**src/rtl/sysray_drain.sv**
```systemverilog
// sysray_drain: re-aligns column-staggered bottom-row psums of the systolic array
// into complete rows and buffers them in a FIFO behind a valid/ready interface.
`default_nettype none

module sysray_drain #(
  parameter int N      = 2,
  parameter int PSUM_W = 32,
  parameter int DEPTH  = 4
) (
  input  logic                         clk,
  input  logic                         rst,
  input  logic [PSUM_W-1:0]            psum_i       [N],
  input  logic [N-1:0]                 psum_valid_i,
  output logic [PSUM_W-1:0]            row_o        [N],
  output logic                         row_valid_o,
  input  logic                         row_ready_i,
  output logic [$clog2(DEPTH+1)-1:0]   count_o,
  output logic                         overflow_o,
  output logic                         skew_err_o
);

  localparam int AW = $clog2(DEPTH);
  localparam int CW = $clog2(DEPTH+1);

  logic [PSUM_W-1:0] dsk_data [N];
  logic [N-1:0]      dsk_valid;

  // Column j waits N-1-j cycles so every column of a row lines up with column N-1.
  for (genvar j = 0; j < N; j++) begin : g_col
    localparam int STG = N - 1 - j;
    if (STG == 0) begin : g_pass
      assign dsk_data[j]  = psum_i[j];
      assign dsk_valid[j] = psum_valid_i[j];
    end else begin : g_dly
      logic [PSUM_W-1:0] sd [STG];
      logic [STG-1:0]    sv;
      always_ff @(posedge clk) begin
        if (rst) begin
          for (int k = 0; k < STG; k++) sd[k] <= '0;
          sv <= '0;
        end else begin
          sd[0] <= psum_i[j];
          sv[0] <= psum_valid_i[j];
          for (int k = 1; k < STG; k++) begin
            sd[k] <= sd[k-1];
            sv[k] <= sv[k-1];
          end
        end
      end
      assign dsk_data[j]  = sd[STG-1];
      assign dsk_valid[j] = sv[STG-1];
    end
  end

  logic [PSUM_W-1:0] mem [DEPTH][N];
  logic [AW-1:0]     wr_ptr;
  logic [AW-1:0]     rd_ptr;
  logic [CW-1:0]     count;
  logic              all_v;
  logic              any_v;
  logic              full;
  logic              pop;
  logic              push;
  logic              drop;

  assign all_v = &dsk_valid;
  assign any_v = |dsk_valid;
  assign full  = (count == CW'(DEPTH));
  assign pop   = (count != '0) && row_ready_i;
  // A pop in the same cycle frees the slot, so a full FIFO still accepts the row.
  assign push  = all_v && (!full || pop);
  assign drop  = all_v && full && !pop;

  always_ff @(posedge clk) begin
    if (rst) begin
      wr_ptr     <= '0;
      rd_ptr     <= '0;
      count      <= '0;
      overflow_o <= 1'b0;
      skew_err_o <= 1'b0;
      for (int d = 0; d < DEPTH; d++)
        for (int c = 0; c < N; c++) mem[d][c] <= '0;
    end else begin
      if (push) begin
        mem[wr_ptr] <= dsk_data;
        wr_ptr      <= wr_ptr + AW'(1);
      end
      if (pop) rd_ptr <= rd_ptr + AW'(1);
      case ({push, pop})
        2'b10:   count <= count + CW'(1);
        2'b01:   count <= count - CW'(1);
        default: count <= count;
      endcase
      if (drop) overflow_o <= 1'b1;
      if (any_v && !all_v) skew_err_o <= 1'b1;
    end
  end

  assign row_o       = mem[rd_ptr];
  assign row_valid_o = (count != '0);
  assign count_o     = count;

endmodule

`default_nettype wire
```
**config.mk**
```make
export PLATFORM = sky130hd
export DESIGN_NAME = sysray_drain
export DESIGN_NICKNAME = d
export VERILOG_FILES = /design/src/rtl/sysray_drain.sv
export SDC_FILE = /design/constraint.sdc
export NUM_CORES = 1
export LEC_CHECK = 0
export ABC_AREA = 1
export BUFFER_PORTS_ARGS = -buffer_cell sky130_fd_sc_hd__buf_2
export CAP_MARGIN = 15
export CELL_PAD_IN_SITES_DETAIL_PLACEMENT = 1
export CELL_PAD_IN_SITES_GLOBAL_PLACEMENT = 2
export CORE_MARGIN = 2
export CORE_UTILIZATION = 35
export CTS_CLUSTER_DIAMETER = 50
export DETAILED_ROUTE_END_ITERATION = 12
export PLACE_DENSITY_LB_ADDON = 0.1
export SLEW_MARGIN = 15
export SYNTH_ARGS = -nofsm -noshare
export SYNTH_HDL_FRONTEND = slang
export SYNTH_SLANG_ARGS = --single-unit
```
**constraint.sdc**
```tcl
create_clock -name clk -period 2.95 [get_ports clk]
set_input_delay 0 -clock clk [delete_from_list [all_inputs] [get_ports clk]]
set_output_delay 0 -clock clk [all_outputs]
set_load 0.01 [all_outputs]
```
==> key figures <==
Logic synthesis
  – Syn Area/Cell: 10.8 µm²
  – Post-Syn Area: 12400 µm²
  – Synth unique cells: 22
  – FF+latch count, synth: 300
  – Synth Instances: 1145
  – Syn_nets: 1220
  – Seq/Total Area, Yosys: 69.2%
  – Synth warnings: 0

Min path
  – Hold/Removal Path Class: input pin to flop
  – Hold Startpoint: rst

Pwr
  – Cell Pwr Density: 751 nW/µm²
  – Peak supply drop: 412 µV
  – Reported leakage power: 0.00633 µW

Setup path
  – Setup CP Type: flop to output pin
  – Slowest CP cell: dfxtp_2
  – CP max FO: 36
  – CP required: 2950 ps
  – Startpoint types: flop
  – Worst path bufs/invs: 3
  – Critical Path AT: 2360 ps
  – CP Cell Sequence: inv_2 -> buf_4 -> o21ai_0 -> o22ai_1 -> buf_2
  – Endpoint class of the critical path: output pin
  – Reg2Reg Launch Point: count_o[1]$_SDFFE_PP0P_
  – Worst path top cell family by delay: buffers and inverters
  – CP peak stage delay: 480 ps

Final layout
  – Most frequent cells in the layout: nor2_1 (425), edfxtp_1 (256), buf_2 (138), o21ai_0 (134), inv_1 (109)
  – Area delta synth->final: 25.1%
  – Most common cell after layout, fill and taps aside: nor2_1
  – Fillers: 3824
  – Fin nets: 1414
  – Post-Route Utilization: 44.6%
  – Layout cell share with drive strength beyond 1: 17.2%
  – Ant diodes: 0
  – Multi-input logic area: 2940 µm²
  – Register area: 8570 µm²

CTS
  – Reg clk slew, reported paths: 60 ps
  – Max H-tree Level: 2
  – CTS Buf Count: 38
  – Post-CTS setup buffer count: 0
  – Clock Latency Late Sink: 520 ps
  – TritonCTS clock tree: yes
  – Cts repair resizes: 0
  – Clock Path Buffers: 3
  – Root Driver: clkbuf_16
  – CTS sink count: 300
  – Hold Buf Count CTS: 67

Global route
  – Initial antenna violation count: 0
  – Largest net degree at the start of global routing: 129
  – Vias in the first global route: 9126
  – GRT overflow: 0
  – GRT Util Overall: 18.6%
  – First-pass GRT wire length: 52200 µm

Die
  – Die Span Y: 192 µm
  – # rows: 68
  – CORE AREA: 34700 µm²
  – Die area: 36900 µm²
  – DIE WIDTH: 192 µm
  – Top Ports: 139
  – Starting Density: 35.7%

Routing
  – Via count: 8705
  – Drt first-iter violations: 417
  – Wirelength per Cell: 18.4 µm
  – Detailed Route WL: 33600 µm
  – Routed vias/inst: 4.78
  – ANT nets after route: 0
  – First-pass DRT Iterations: 4
  – Post-route DRC: 0

Placed design
  – GP Congestion: 0.691
  – Dpl hpwl: 18200 µm
  – PortBufs: 138

STA
  – Final number of hold-violating endpoints: 0
  – Setup TNS Final: 0 ps
  – Fin crit share: 80.2%
  – Setup violators final: 0
  – Worst slew pin tran: 909 ps
  – Slew Viols, Final: 0
  – Fmax: 423 MHz
  – Worst relative slew slack: 39.4%
  – Worst Skew: 9.63 ps
  – Fin crit period: 2360 ps
  – RSZ-0062 raised after global routing: no

Run status
  – Status: finished clean

Flow run
  – Max Cap Viol: 0
state kept, by name, summed over array words and instances (netlist names), named ones only:
name            count
mem               256
g_col.g_dly.sd     32
count_o             3
rd_ptr              2
wr_ptr              2
g_col.g_dly.sv      1
overflow_o          1
skew_err_o          1
final cells by class:
class / instances / area share [%]
flip-flops and latches: 300 / 55.4
multi-input cells: 660 / 19.0
repair buffers: 228 / 10.5
clock buffers: 52 / 7.02
well taps: 455 / 3.68
inverters: 111 / 2.71
clock inverters: 17 / 1.75
per-layer routing:
layer / global-route usage [%] / wire (µm) / up-vias
li1: - / - / 4217
met1: 24.1 / 15000 / 4274
met2: 32.7 / 16300 / 174
met3: 2.91 / 1630 / 40
met4: 4.61 / 593 / 0
met5: 0 / 0 / -
synthesized netlist by cell type:
cell type	instances	area, µm²
a21oi_1	7	35.0
buf_2	13	65.1
buf_4	2	15.0
buf_6	24	270
clkbuf_1	35	131
clkinv_1	1	3.75
dfxtp_1	44	881
edfxtp_1	256	7690
fa_1	1	20.0
ha_1	5	62.6
inv_1	110	413
nand2_1	11	41.3
nand2_2	5	31.3
nand3_1	3	15.0
nand3_2	1	10.0
nand4_1	1	6.26
nor2_1	425	1600
nor2_2	1	6.26
nor2_4	1	11.3
o21a_1	1	7.51
o21ai_0	134	671
o22ai_1	64	400
tightest hold or removal path, stage by stage:
cell	delay, ps
buf_2	170
buf_4	310
nor2_1	150
worst paths after layout:
path,endpoint,cells after the start,slack (ps)
max reg2reg,mem[2][15]$_SDFFCE_PN0P_,7,840
max,row_o[51],5,590
min reg2reg,flop,1,470
min,g_col[0].g_dly.sd[0][1]$_SDFF_PP0_,3,150
where the power goes:
| part | switching, µW | internal, µW |
|---|---|---|
| combinational | 1190 | 628 |
| sequential | 75.4 | 4790 |
| clock | 1760 | 3200 |
kinds of logic (layout without fill, tap and decap cells):
| family | Yosys count | count (layout) | share of synthesized area, % |
|---|---|---|---|
| simple gates | 448 | 448 | 13.9 |
| buf+inv | 185 | 408 | 7.26 |
| fa+ha+maj | 6 | 6 | 0.667 |
| flops | 300 | 300 | 69.2 |
| compound gates | 206 | 206 | 9.00 |
metrics by stage:
stage / cells / area [µm²] / power, µW / hold WS [ps] / setup slack [ps]
3_5_place_dp: 1687 / 13500 / 6750 / 211 / 803
5_1_grt: 1823 / 15500 / 12200 / 165 / 495
4_1_cts: 1823 / 15500 / 11800 / 148 / 585
6_report: 1823 / 15500 / 11600 / 154 / 585
2_1_floorplan: 1145 / 12400 / 5960 / 107 / 23.9
3_3_place_gp: 1687 / 13500 / 6730 / 198 / 907
Power figures use the tool's default switching activity.
